`src/rtl/mem_port_arbiter_pkg.sv`:
```
// Shared types for the memory-port arbiter.
// Holds the FSM state and owner encodings and the downstream request bundle.
// The bundle is used both for the request latch and for the m_* outputs.
package mem_port_arbiter_pkg;

    typedef enum logic [1:0] {
        IDLE = 2'd0,
        REQ  = 2'd1,
        RESP = 2'd2
    } arb_state_t;

    typedef enum logic {
        OWN_I = 1'b0,
        OWN_D = 1'b1
    } arb_owner_t;

    typedef struct packed {
        logic [31:0] addr;
        logic        write;
        logic [3:0]  strobe;
        logic [31:0] wdata;
    } mem_req_t;

    // Streak counter width and its saturation value.
    localparam int unsigned STREAK_W   = 4;
    localparam logic [3:0]  STREAK_SAT = 4'd15;

    // Request bundle that goes downstream whenever no request is being presented.
    localparam mem_req_t MEM_REQ_NONE = '{addr: 32'h0, write: 1'b0, strobe: 4'b0000, wdata: 32'h0};

    // Fetches are always reads with no byte enables.
    function automatic mem_req_t fetch_req(input logic [31:0] addr);
        mem_req_t req;
        req.addr   = addr;
        req.write  = 1'b0;
        req.strobe = 4'b0000;
        req.wdata  = 32'h0;
        return req;
    endfunction

endpackage

```
`src/rtl/mem_port_arbiter_streak.sv`:
```
// arb_streak_counter: counts consecutive data-bus grants made while a fetch
// is waiting, and flags starvation once the count reaches MAX_D_STREAK.
// Ports:
//   clk, reset  - clock, asynchronous active-high reset
//   i_pending   - fetch request currently asserted
//   grant_d     - data bus granted this cycle
//   grant_i     - instruction bus granted this cycle
//   starve      - fetch has waited through MAX_D_STREAK data grants
module arb_streak_counter
    import mem_port_arbiter_pkg::*;
#(
    parameter int unsigned MAX_D_STREAK = 4
) (
    input  logic clk,
    input  logic reset,
    input  logic i_pending,
    input  logic grant_d,
    input  logic grant_i,
    output logic starve
);

    localparam logic [STREAK_W-1:0] STREAK_LIMIT = STREAK_W'(MAX_D_STREAK);

    logic [STREAK_W-1:0] streak_r;

    // Saturating count of data grants taken while a fetch was pending.
    always_ff @(posedge clk or posedge reset) begin
        if (reset) begin
            streak_r <= 4'd0;
        end else if (grant_d) begin
            if (i_pending) begin
                if (streak_r != STREAK_SAT) begin
                    streak_r <= streak_r + 4'd1;
                end
            end else begin
                // Nobody was starved by this grant, so the streak restarts.
                streak_r <= 4'd0;
            end
        end else if (grant_i) begin
            streak_r <= 4'd0;
        end
    end

    // Starvation only matters while a fetch is actually waiting.
    always_comb begin
        starve = i_pending && (streak_r == STREAK_LIMIT);
    end

endmodule

```
`src/rtl/mem_port_arbiter.sv`:
```
// mem_port_arbiter: shares one downstream memory port between the fetch
// (i_*) and data (d_*) buses. One transaction in flight at a time; data has
// priority, bounded by a streak limit so fetches always make progress.
// Ports:
//   clk, reset           - clock, asynchronous active-high reset
//   i_valid/i_addr       - fetch request;  i_addr_ok/i_data_ok/i_rdata back
//   d_valid/d_addr/d_write/d_strobe/d_wdata - data request;
//                          d_addr_ok/d_data_ok/d_rdata back
//   m_valid/m_addr/m_write/m_strobe/m_wdata - downstream request
//   m_ready/m_rvalid/m_rdata                - downstream handshake/response
module mem_port_arbiter
    import mem_port_arbiter_pkg::*;
#(
    parameter int unsigned MAX_D_STREAK = 4
) (
    input  logic        clk,
    input  logic        reset,
    input  logic        i_valid,
    input  logic [31:0] i_addr,
    output logic        i_addr_ok,
    output logic        i_data_ok,
    output logic [31:0] i_rdata,
    input  logic        d_valid,
    input  logic [31:0] d_addr,
    input  logic        d_write,
    input  logic [3:0]  d_strobe,
    input  logic [31:0] d_wdata,
    output logic        d_addr_ok,
    output logic        d_data_ok,
    output logic [31:0] d_rdata,
    output logic        m_valid,
    output logic [31:0] m_addr,
    output logic        m_write,
    output logic [3:0]  m_strobe,
    output logic [31:0] m_wdata,
    input  logic        m_ready,
    input  logic        m_rvalid,
    input  logic [31:0] m_rdata
);

    arb_state_t state_r;
    arb_state_t state_s;
    arb_owner_t owner_r;
    mem_req_t   req_r;
    mem_req_t   req_out_s;

    logic grant_d_s;
    logic grant_i_s;
    logic starve_s;
    logic addr_ok_s;
    logic data_ok_s;

    arb_streak_counter #(
        .MAX_D_STREAK (MAX_D_STREAK)
    ) u_streak (
        .clk       (clk),
        .reset     (reset),
        .i_pending (i_valid),
        .grant_d   (grant_d_s),
        .grant_i   (grant_i_s),
        .starve    (starve_s)
    );

    // Grant decision in IDLE: data first unless the fetch side is starving.
    always_comb begin
        grant_d_s = 1'b0;
        grant_i_s = 1'b0;
        if (state_r == IDLE) begin
            if (d_valid && !starve_s) begin
                grant_d_s = 1'b1;
            end else if (i_valid) begin
                grant_i_s = 1'b1;
            end else begin
                grant_i_s = 1'b0;
            end
        end else begin
            grant_d_s = 1'b0;
        end
    end

    // Address and data acknowledgements; ready and rvalid may coincide in REQ.
    always_comb begin
        addr_ok_s = (state_r == REQ) && m_ready;
        data_ok_s = m_rvalid && ((state_r == RESP) || addr_ok_s);
    end

    // Next-state logic.
    always_comb begin
        state_s = state_r;
        case (state_r)
            IDLE: begin
                if (grant_d_s || grant_i_s) begin
                    state_s = REQ;
                end else begin
                    state_s = IDLE;
                end
            end
            REQ: begin
                if (m_ready && m_rvalid) begin
                    state_s = IDLE;
                end else if (m_ready) begin
                    state_s = RESP;
                end else begin
                    state_s = REQ;
                end
            end
            RESP: begin
                if (m_rvalid) begin
                    state_s = IDLE;
                end else begin
                    state_s = RESP;
                end
            end
            default: begin
                state_s = IDLE;
            end
        endcase
    end

    // State, owner and request latch; the latch only loads on a grant.
    always_ff @(posedge clk or posedge reset) begin
        if (reset) begin
            state_r <= IDLE;
            owner_r <= OWN_I;
            req_r   <= MEM_REQ_NONE;
        end else begin
            state_r <= state_s;
            if (grant_d_s) begin
                owner_r <= OWN_D;
                req_r   <= '{addr: d_addr, write: d_write, strobe: d_strobe, wdata: d_wdata};
            end else if (grant_i_s) begin
                owner_r <= OWN_I;
                req_r   <= fetch_req(i_addr);
            end
        end
    end

    // Downstream bundle is presented only in REQ so nothing is asserted otherwise.
    always_comb begin
        if (state_r == REQ) begin
            req_out_s = req_r;
        end else begin
            req_out_s = MEM_REQ_NONE;
        end
    end

    // Outputs: acks steered to the owner; read data quieted while idle so
    // stale responses and reset leave every output at zero.
    always_comb begin
        m_valid   = (state_r == REQ);
        m_addr    = req_out_s.addr;
        m_write   = req_out_s.write;
        m_strobe  = req_out_s.strobe;
        m_wdata   = req_out_s.wdata;
        i_addr_ok = addr_ok_s && (owner_r == OWN_I);
        i_data_ok = data_ok_s && (owner_r == OWN_I);
        d_addr_ok = addr_ok_s && (owner_r == OWN_D);
        d_data_ok = data_ok_s && (owner_r == OWN_D);
        if (state_r != IDLE) begin
            i_rdata = m_rdata;
            d_rdata = m_rdata;
        end else begin
            i_rdata = 32'h0;
            d_rdata = 32'h0;
        end
    end

endmodule

```
`config.mk`:
```
export PLATFORM = sky130hd
export DESIGN_NAME = mem_port_arbiter
export DESIGN_NICKNAME = d
export VERILOG_FILES = /design/src/rtl/mem_port_arbiter_pkg.sv /design/src/rtl/mem_port_arbiter_streak.sv /design/src/rtl/mem_port_arbiter.sv
export SDC_FILE = /design/constraint.sdc
export NUM_CORES = 1
export LEC_CHECK = 0
export ABC_AREA = 1
export CORE_ASPECT_RATIO = 0.5
export CORE_MARGIN = 2
export CORE_UTILIZATION = 30
export CTS_CLUSTER_SIZE = 10
export DETAILED_ROUTE_END_ITERATION = 10
export PLACE_DENSITY = 0.69
export SYNTH_ARGS = -nofsm -noshare
export SYNTH_HDL_FRONTEND = slang
export SYNTH_SLANG_ARGS = --single-unit
```
`constraint.sdc`:
```
create_clock -name clk -period 3.3 [get_ports clk]
set_clock_uncertainty 0.05 [all_clocks]
set_input_delay 0.66 -clock clk [delete_from_list [all_inputs] [get_ports clk]]
set_output_delay 0.66 -clock clk [all_outputs]
set_load 0.01 [all_outputs]
```
==> Yosys cells after proc, flatten, opt, wreduce, memory -nomap -nowiden <==
Index checks and enable logic that the tools add are counted.
{ "word_totals": {"ff_bits": 76} }
{ "op_classes": {"n_mux": 20, "n_addsub": 1, "n_eq_ne": 5, "n_bitwise": 1, "n_reduce_logical": 16} }
{ "op_table": {"columns": ["operator", "n"], "rows": [
  ["$mux 69", 3],
  ["$mux 32", 1],
  ["$mux 4", 4],
  ["$logic_and 1x1->1", 9],
  ["$mux 1", 8],
  ["$mux 2", 3],
  ["$pmux 2 s3", 1],
  ["$add 4x1->4 const B", 1],
  ["$eq 4x3->1 const B", 1],
  ["$ne 4x4->1 const B", 1],
  ["$reduce_bool 2->1", 2],
  ["$ne 3x2->1 const B", 1],
  ["$eq 2x1->1 const B", 1],
  ["$eq 2x2->1 const B", 1],
  ["$logic_not 2->1", 1],
  ["$logic_or 1x1->1", 2],
  ["$reduce_and 2->1", 1],
  ["$logic_not 1->1", 1],
  ["$not 1->1", 1]
]} }

==> Logic depth before layout (Yosys ltp) <==
Gate-level depths: netlist of the first run.
{ "depth": {"ltp_word": 9, "mapped_depth": 9, "depth_no_buf": 7} }

==> By module <==
From an unflattened synthesis of the first run, not the netlist that was laid out.
{ "hier_totals": {"cells_unflattened": 656, "area_unflattened_um2": 4475.5} }
{ "by_module_without_submodules": {"columns": ["module", "seq_area_each_um2", "cells_per_inst", "area_each_um2", "n_inst"], "rows": [
  ["mem_port_arbiter", 1801.7, 617, 4207.8, 1],
  ["arb_streak_counter", 100.1, 39, 267.8, 1]
]} }

==> Worst setup path before layout of the first run <==
OpenSTA, ideal clock, no wires.
{ "synth_path": {"path_kind": "register to output", "start": "register state_r[1]", "end": "output port i_rdata[10]", "path_buffers": 2, "slack_ps": 1414, "arrival_ps": 1176, "path_stages_with_launch": 7, "cell_sequence": "dfrtp_1 > inv_2 > nand2_2 > inv_1 > clkbuf_1 > nor2_1 > buf_4"} }
{ "synth_between": {"elab_chain_cells": 2} }
{ "synth_lines": {"columns": ["element", "line", "source"], "rows": [
  ["start, declared", "mem_port_arbiter.sv:41", "arb_state_t state_r;"],
  ["start signal, assigned", "mem_port_arbiter.sv:127", "state_r <= state_s;"],
  ["$reduce_bool 2->1", "mem_port_arbiter.sv:159", "if (state_r != IDLE) begin"],
  ["$mux 32", null, null],
  ["end, declared", "mem_port_arbiter.sv:22", "output logic [31:0] i_rdata,"]
]} }
Every way passes these cells.

==> Worst setup path after layout of the first run <==
{ "layout_path": {"start": "register state_r[1]", "end": "output port d_rdata[10]"} }
{ "layout_between": {"elab_chain_cells": 2} }
{ "layout_lines": {"columns": ["element", "line", "source"], "rows": [
  ["$reduce_bool 2->1", "mem_port_arbiter.sv:159", null],
  ["$mux 32", "mem_port_arbiter.sv:159", null],
  ["end, declared", "mem_port_arbiter.sv:30", "output logic [31:0] d_rdata,"]
]} }
Every way passes these cells.

==> results.toml, run 1 <==
[timing]
hold_ws_ps = 435.8
timing.final.crit_period_ps = 3015
max-slew-margin-rel_pct = 34.87
min_period_over_period_pct = 91.35
setup_violations = 0
worst_max_slew_pin_slew_ps = 975.8
slew_viol_final = 0
grt_setup_unrepaired = "false"
hold_viol = 0
maxClockFrequency_ghz = 0.3317
fin_tns_setup_ps = 0

[critical_path]
critical_path.top_delay_family = "buffers and inverters"
worstSetupStartpoint = "state_r[1]"
critical_path_buf_inv_count = 3
cpPeakStageDelay_ps = 720
critical_path_cell_count = 5
startpoint_type = "flip-flop"
critical_path.endpoint = "d_rdata[10]"
worstPathCellList = "inv_2 -> nand2_2 -> inv_1 -> nor2_1 -> clkdlybuf4s50_1"
worst_path_max_delay_cell = "inv_1"
arrival_ps = 2300
beginning_of_the_worst_register_to_register_path = "u_streak.streak_r[0]"
r2r_end = "req_r[62]"
worstRegToRegCells = 8
crit_path_end_kind = "primary output"
timing_worst_setup_path_type = "flip-flop to primary output"
cp_data_required_time_ps = 2590
rrSetupSlack_ps = 1460
crit_path_max_fanout = 32

[drt]
drcViolationCount = 0
drt_wl_total_microns = 14150
drtPass1Iterations = 4
dr_total_vias = 4706
routedWlPerCell_microns = 12.86
detail_route.vias_per_cell = 4.278
drt_first_iter_violations = 174
drtAntennaViolNets = 0

[clocking]
cts_buffers = 9
cts_setup_buffers = 0
cts_max_level = 3
clock_tree_buffer_depth = 2
clock_latency_ps = 330
clock_sinks = 76
tritoncts_clock_tree = "yes"
cts.clk_slew.worst_paths_ps = 60
ctsHoldBuffers = 0
cts_repair_resize_count = 0
clock-root-buffer = "clkbuf_16"

[synthesis]
synth_sequential_area_ratio_pct = 42.11
ys_ff_latch = 76
post_synth_instance_area_sq_um = 4517
yosysWarnings = 0
synthDistinctLibCells = 19
syn_area_per_cell_sq_um = 6.731
synthesis.nets = 812
netlist_instances = 671

[hold_path]
worstHoldPathType = "flip-flop to flip-flop"

[finish]
finish.cell_count_without_fillers = 1100
design.final.nets = 1038
drive_gt1_share_pct = 3.880
syn2layout_area_growth_pct = 65.12
fill_cells = 1438
num_antenna_cells = 0

[run_status]
status = "completed"

[grt]
first_global_vias = 4740
antenna_found_initial = 0
global_route_usage_sum_pct = 17.85
globalRouteOverflowTotal = 0
grt_start_max_net_pins = 67
wire_length_of_the_first_global_routing_pass_microns = 23310

[power]
cellLeakagePower_nw = 3.561
p_per_area_nw_per_um2 = 756.1
peakVddDrop_uv = 368.8

[placement]
portBuffers = 276
place_congestion = 0.8148
post-dp-hpwl_microns = 10500
placed_cells_incl_taps = 1084

[die]
fp.dieH_microns = 90.77
die_w_microns = 177.5
die_area_sq_um = 16110
coreArea_sq_um = 14580
io-pin-count = 277
number_of_placement_rows = 31
starting_utilization_of_the_core_area_pct = 30.97

[run]
drv_cap = 0
==> kinds of logic (layout without fill, tap and decap cells) <==
kind of cell               count (synthesis)  in the layout  share of synthesized area [%]
and+or+nand+nor                          306            306                          27.20
buffers and inverters                    214            445                          21.97
DFF                                       76             76                          42.11
AOI/OAI and AO/OA                         73             73                          8.172
adders and majority gates                  2              2                         0.5539
==> layout make-up <==
cell class / count / area, sq um / share of cell area, %
well taps: 198 / 247.7 / 3.322
flip-flops and latches: 76 / 1902 / 25.50
clock inverters: 4 / 22.52 / 0.3020
inverters: 146 / 549.3 / 7.365
clock buffers: 12 / 266.5 / 3.573
multi-input cells: 381 / 1630 / 21.86
repair buffers: 283 / 2840 / 38.08
==> metrics by stage <==
stage | worst slack (ps) | power [W] | util [%] | instance area, sq um
floorplan | 651.7 | 0.003292 | - | 4517
global placement | 522.4 | 0.004689 | 49.16 | 7169
detailed placement | 439.6 | 0.004755 | 49.16 | 7169
CTS | 224.6 | 0.005731 | 51.14 | 7458
global route | 14.07 | 0.006129 | 51.14 | 7458
finish | 285.3 | 0.005639 | 51.14 | 7458
==> how the worst min path moves through the flow <==
stage	start	endpoint	slack [ps]	cells after the start
6_report	req_r[58]	req_r[58]	440	2
5_1_grt	req_r[41]	req_r[41]	460	2
4_1_cts	req_r[54]	req_r[54]	440	2
3_5_place_dp	req_r[54]	req_r[54]	430	2
3_3_place_gp	req_r[68]	req_r[68]	420	2
2_1_floorplan	req_r[53]	req_r[53]	400	2
==> cell usage after synthesis <==
cell      number  area, sq um
buf_2         13        65.06
o21ai_1       30        150.1
nand3b_1       1        7.510
nand4_1        3        18.77
nand3_1       43        215.2
ha_1           2        25.02
nand2_1      112        420.4
dfrtp_1       76         1902
o21ai_0       42        210.2
nand2_2        2        12.51
buf_4         38        285.3
inv_2          6        22.52
inv_1        140        525.5
a21oi_2        1        8.760
buf_6          4        45.04
nor2_4         1        11.26
nor2_1       143        536.8
or2_2          1        6.260
clkbuf_1      13        48.80
==> where the power goes <==
part / leakage [nW] / switching (W) / total [W] / internal (W)
registers: 0.955 / 0.000163 / 0.00150 / 0.00134
clock network: 0.144 / 0.000374 / 0.000941 / 0.000567
logic: 2.46 / 0.00167 / 0.00320 / 0.00152
==> flip-flops by register name, indices dropped and copies added, names as in the netlist <==
signal	flops
req_r	69
u_streak.streak_r	4
state_r	2
owner_r	1
==> routing by layer <==
metal	track usage, %	part of all wire (%)	up-vias
li1	-	-	2384
met1	21.07	42	2148
met2	31.88	50	154
met3	4.335	6.6	20
met4	5.533	2.0	0
met5	0	0	-
==> worst min-delay path, cell delays in order (launching register included) <==
cell     delay (ps)
dfrtp_1         340
nand2_1          50
o21ai_1          60
==> placed cells by master, fill, tap and decap left out, types with 2 or more instances in the layout <==
cell             instances
clkdlybuf4s50_1        276
nor2_1                 143
inv_1                  139
nand2_1                112
dfrtp_1                 76
nand3_1                 43
o21ai_0                 42
o21ai_1                 30
clkbuf_16                9
inv_2                    6
buf_4                    5
clkinv_2                 4
nand4_1                  3
clkbuf_8                 3
nand2_2                  2
ha_1                     2
buf_12                   2
Power figures use the tool's default switching activity.
==> inputs of run 2 (changes only) <==
--- a/config.mk
+++ b/config.mk
@@ -9,6 +9,7 @@
 export CORE_ASPECT_RATIO = 0.5
 export CORE_MARGIN = 2
 export CORE_UTILIZATION = 30
+export CTS_BUF_LIST = sky130_fd_sc_hd__clkbuf_2
 export CTS_CLUSTER_SIZE = 10
 export DETAILED_ROUTE_END_ITERATION = 10
 export PLACE_DENSITY = 0.69
==> results.toml, run 2 (same netlist as run 1, synthesis figures left out) <==
[drt]
drtAntennaViolNets = 0
detail_route.vias_per_cell = 4.275
drtPass1Iterations = 4
drcViolationCount = 0
routedWlPerCell_microns = 13.14
dr_total_vias = 4711
drt_first_iter_violations = 222
drt_wl_total_microns = 14480

[power]
peakVddDrop_uv = 373.3
power.net_switching_w = 0.002211
power_frac_clock_pct = 8.1
internal_power_w = 0.002976
comb_power_share_pct = 63.1
cellLeakagePower_nw = 3.476
p_per_area_nw_per_um2 = 712.0
sequentialPowerShare_pct = 28.8
switching_portion_of_total_power_pct = 42.63

[finish]
area_taken_by_multi_input_logic_gates_sq_um = 1633
biggestRegsByFlops = "req_r (69), u_streak.streak_r (4), state_r (2)"
num_antenna_cells = 0
design.final.nets = 1040
sequential_cell_area_sq_um = 1902
fill_cells = 1461
number_of_flip_flops_in_the_largest_register = 69
layout.cells.most_common_list = "276 x clkdlybuf4s50_1, 142 x nor2_1, 138 x inv_1, 112 x nand2_1, 76 x dfrtp_1"
largest-register = "req_r"
layout.cells.most_common = "clkdlybuf4s50_1"
drive_gt1_share_pct = 3.982
finish.cell_count_without_fillers = 1102
syn2layout_area_growth_pct = 61.30

[clocking]
clock_latency_ps = 510
cts_buffers = 9
clock_tree_buffer_depth = 2
tritoncts_clock_tree = "yes"
cts_max_level = 3
ctsHoldBuffers = 0
cts.clk_slew.worst_paths_ps = 220
clock-root-buffer = "clkbuf_2"
clock_sinks = 76

[timing]
grt_setup_unrepaired = "false"
timing.final.crit_period_ps = 3083
slew_viol_final = 0
max-slew-margin-rel_pct = 53.03
min_period_over_period_pct = 93.42
layout_setup_ws_ps = 217.2
setup_violations = 0
maxClockFrequency_ghz = 0.3244
worst_max_slew_pin_slew_ps = 703.7
hold_viol = 0

[placement]
post-dp-hpwl_microns = 10500
place_congestion = 0.8148
dp_slack_ps = 439.6
portBuffers = 276
placed_cells_incl_taps = 1084

[critical_path]
arrival_ps = 2370
startpoint_type = "flip-flop"
crit_path_end_kind = "primary output"
cp_data_required_time_ps = 2590
crit_path_max_fanout = 16
timing_worst_setup_path_type = "flip-flop to primary output"

[die]
starting_utilization_of_the_core_area_pct = 30.97
number_of_placement_rows = 31
die_w_microns = 177.5
io-pin-count = 277
die_area_sq_um = 16110
fp.dieH_microns = 90.77
coreArea_sq_um = 14580

[hold_path]
worstHoldPathType = "input pin to async pin"

[grt]
globalRouteOverflowTotal = 0
grt_start_max_net_pins = 67
wire_length_of_the_first_global_routing_pass_microns = 23260
first_global_vias = 4708
antenna_found_initial = 0
global_route_usage_sum_pct = 17.95

[run]
drv_cap = 0

[run_status]
status = "completed"
[run 2: changes by cell type in the layout (fill, tap and decap cells not counted)]
cell | previous run | this run
clkbuf_8 | 3 | 0
nor2_2 | 0 | 1
buf_12 | 2 | 3
buf_4 | 5 | 4
clkbuf_2 | 0 | 9
nor2_1 | 143 | 142
clkbuf_16 | 9 | 0
buf_6 | 0 | 1
clkinvlp_4 | 1 | 3
inv_1 | 139 | 138
clkinv_1 | 0 | 3
[run 2: layer usage]
metal	up-vias	share of wire, %	global-route usage [%]
met4	0	1.8	4.986
met1	2166	41	21.43
met3	21	6.5	4.966
li1	2387	-	-
met5	-	0	0
met2	137	50	31.56
[run 2: power by group through the flow]
stage / Clock [W] / Sequential [W] / Combinational (W)
6_report: 0.000420 / 0.00149 / 0.00327
3_5_place_dp: 0 / 0.00152 / 0.00324
4_1_cts: 0.000446 / 0.00149 / 0.00326
5_1_grt: 0.000491 / 0.00154 / 0.00363
3_3_place_gp: 0 / 0.00150 / 0.00319
2_1_floorplan: 0 / 0.00148 / 0.00182
[run 2: final cells by class]
class	instances	share of cell area (%)
timing repair buffer	284	39.31
sequential	76	26.10
multi-input combinational	381	22.41
inverter	146	7.591
tap	198	3.400
clock buffer	9	0.6182
clock inverter	7	0.4637
timing repair inverter	1	0.1030
[run 2: path summary, 6_finish.rpt]
kind                       startpoint                   end  slack (ps)  depth (start not counted)
setup / recovery           state_r[1]           d_rdata[11]         220                          5
hold / removal                  reset             req_r[14]         470                          2
setup reg to reg           state_r[1]  u_streak.streak_r[1]        1370                          8
hold reg to reg             req_r[54]             req_r[54]         470                          2
max in group asynchronous       reset             req_r[12]        2090                          3
min in group clk            req_r[54]             req_r[54]         470                          2
[run 2: critical path: stages (launching register included)]
cell and delay, ps:
dfrtp_1 410, inv_2 40, nand2_2 230, clkinvlp_4 370, nor2_1 240, clkdlybuf4s50_1 570
[run 2: per-stage QoR]
step	power [W]	hold WS (ps)	utilization [%]	setup TNS (ps)	area, sq um
final	0.005187	466.6	49.96	0	7286
after global routing	0.005664	439.7	49.96	0	7286
after detailed placement	0.004755	425.6	49.16	0	7169
after floorplan	0.003292	403.0	-	0	4517
after CTS	0.005198	447.0	49.74	-13.40	7254
after global placement	0.004689	416.7	49.16	0	7169
[run 2: timing repair]
item / 4_1_cts / 5_1_grt
gates cloned: 0 / 1
endpoints found under the setup margin: 14 / 121
buffers inserted: 0 / 1
resized for setup: 2 / 2
==> inputs of run 3 (changes only) <==
--- a/config.mk
+++ b/config.mk
@@ -5,14 +5,13 @@
 export SDC_FILE = /design/constraint.sdc
 export NUM_CORES = 1
 export LEC_CHECK = 0
-export ABC_AREA = 1
 export CORE_ASPECT_RATIO = 0.5
 export CORE_MARGIN = 2
 export CORE_UTILIZATION = 30
 export CTS_BUF_LIST = sky130_fd_sc_hd__clkbuf_2
 export CTS_CLUSTER_SIZE = 10
 export DETAILED_ROUTE_END_ITERATION = 10
-export PLACE_DENSITY = 0.69
+export PLACE_DENSITY = 0.7
 export SYNTH_ARGS = -nofsm -noshare
 export SYNTH_HDL_FRONTEND = slang
 export SYNTH_SLANG_ARGS = --single-unit
==> results.toml, run 3 <==
[run_status]
status = "completed"

[critical_path]
crit_path_max_fanout = 47
worstRegToRegCells = 4
cpPeakStageDelay_ps = 580
timing_worst_setup_path_type = "flip-flop to primary output"
arrival_ps = 2370
startpoint_type = "flip-flop"
cp_data_required_time_ps = 2590
worstPathCellList = "nor2b_4 -> buf_4 -> and2_1 -> clkdlybuf4s50_1"
crit_path_end_kind = "primary output"
worst_path_max_delay_cell = "clkdlybuf4s50_1"

[synthesis]
synthTopCellsByArea = "dfrtp_1 43%, and2_1 14%, a22o_1 7.3%, a311o_1 7.2%, and4_1 6.3%"
synth_top_cell_area_share_pct = 42.78
synth_simple_gate_area_share_pct = 24.09
post_synth_instance_area_sq_um = 4446
dominantRegCellSynth = "dfrtp_1"
ys_ff_latch = 76
yosys.area_share.adder_pct = 0.5629
yosys-top-cells-count = "101 x and2_1, 76 x dfrtp_1, 37 x a22o_1"
yosys.area_share.xor_xnor_pct = 0
yosysWarnings = 0
synthesis.nets = 571
synth-compound-area-share_pct = 21.42
number_of_enable_flip_flop_cells_after_synthesis = 0
synth_top_family_by_area = "simple AND/OR/NAND/NOR gates"
yosysMostFrequentCell = "and2_1"
syn_area_per_cell_sq_um = 10.34
netlist_instances = 430
synthDistinctLibCells = 37
yosys.area.top_type = "dfrtp_1"
synth_sequential_area_ratio_pct = 42.78
synthArstFlopShare_pct = 100.0
synth.mux.area_fraction_pct = 0.2252

[clocking]
clock_sinks = 76
cts.clk_slew.worst_paths_ps = 230
cts_max_level = 3
clock-root-buffer = "clkbuf_2"
ctsHoldBuffers = 0
tritoncts_clock_tree = "yes"
cts_repair_resize_count = 0
cts_setup_buffers = 0
cts_buffers = 9
clock_tree_buffer_depth = 2
clock_latency_ps = 520

[placement]
placed_cells_incl_taps = 840
post-dp-hpwl_microns = 11630
place_congestion = 0.7865
portBuffers = 276

[timing]
hold_ws_ps = 422.1
timing.final.crit_period_ps = 3077
setup_violations = 0
grt_setup_unrepaired = "false"
slew_viol_final = 0
min_period_over_period_pct = 93.25
fin_tns_setup_ps = 0
maxClockFrequency_ghz = 0.3250
max-slew-margin-rel_pct = 51.67
hold_viol = 0
worst_max_slew_pin_slew_ps = 723.2

[die]
io-pin-count = 277
fp.dieH_microns = 90.08
coreArea_sq_um = 14470
die_area_sq_um = 15870
die_w_microns = 176.2
number_of_placement_rows = 31
starting_utilization_of_the_core_area_pct = 30.73

[run]
drv_cap = 0

[drt]
drt_first_iter_violations = 184
dr_total_vias = 4283
drcViolationCount = 0
drtPass1Iterations = 4
drtAntennaViolNets = 0
routedWlPerCell_microns = 18.30
drt_wl_total_microns = 15650
detail_route.vias_per_cell = 5.009

[finish]
sequential_cell_area_sq_um = 1902
area_taken_by_multi_input_logic_gates_sq_um = 2071
syn2layout_area_growth_pct = 62.62
design.final.nets = 794
biggestRegsByFlops = "req_r (69), u_streak.streak_r (4), state_r (2)"
fill_cells = 1312
layout.cells.most_common = "clkdlybuf4s50_1"
drive_gt1_share_pct = 4.718
number_of_flip_flops_in_the_largest_register = 69
largest-register = "req_r"
layout.cells.most_common_list = "276 x clkdlybuf4s50_1, 101 x and2_1, 76 x dfrtp_1, 37 x a22o_1"
num_antenna_cells = 0
finish.cell_count_without_fillers = 855

[power]
p_per_area_nw_per_um2 = 777.9
peakVddDrop_uv = 308.7
cellLeakagePower_nw = 2.937

[grt]
first_global_vias = 4111
globalRouteOverflowTotal = 0
wire_length_of_the_first_global_routing_pass_microns = 23930
antenna_found_initial = 0
grt_start_max_net_pins = 48
global_route_usage_sum_pct = 19.16

[hold_path]
worstHoldPathType = "input pin to async pin"
-- run 3: critical path, delay by kind of cell (launching register included) --
| kind | cells | cell delay (ps) |
|---|---|---|
| buffers and inverters | 2 | 940 |
| DFF | 1 | 490 |
| and+or+nand+nor | 2 | 390 |
-- run 3: kinds of logic (layout without fill, tap and decap cells) --
kind of cell,count (synthesis),count (layout)
compound gates,111,111
fa+ha+maj,2,2
buf+inv,80,307
flops,76,76
mux,1,1
simple gates,160,160
-- run 3: cell type report --
class / count / area share, %
Clock buffer: 10 / 0.6923
Clock inverter: 5 / 1.073
Inverter: 4 / 0.2250
Multi-Input combinational cell: 274 / 28.64
Sequential cell: 76 / 26.31
Tap cell: 198 / 3.427
Timing Repair Buffer: 288 / 39.63
-- run 3: layer usage --
layer  vias up  wire length (microns)  part of all wire (%)  global-route usage, %
met4         0                    267                   1.7                  5.096
met5         -                      0                     0                      0
met3        19                    731                   4.7                  2.919
met1      2157                   6741                    43                  24.76
li1       1974                      -                     -                      -
met2       133                   7904                    51                  33.40
-- run 3: worst paths after layout --
check                                 from        end  slack, ps
worst max-delay path            state_r[0]  m_addr[1]        220
worst min-delay path                 reset  req_r[29]        420
worst max register to register  state_r[1]  req_r[58]        930
worst min register to register    req_r[9]   req_r[9]        470
max in group asynchronous            reset  req_r[47]       2110
min in group clk                  req_r[9]   req_r[9]        470
-- run 3: power by group --
part	total, W	switching, W	leakage, nW	internal, W
clock network	0.000580	0.000332	0.0794	0.000248
registers	0.00158	0.000210	0.943	0.00137
logic	0.00347	0.00153	1.91	0.00193
-- run 3: through the flow --
step | setup WS (ps) | power [W] | cell area, sq um | utilization [%]
2_1_floorplan | 651.7 | 0.003544 | 4446 | -
3_3_place_gp | 349.4 | 0.005055 | 7102 | 49.09
3_5_place_dp | 372.6 | 0.005098 | 7102 | 49.09
4_1_cts | 154.6 | 0.005686 | 7229 | 49.97
5_1_grt | 69.01 | 0.005992 | 7229 | 49.97
6_report | 222.7 | 0.005624 | 7229 | 49.97
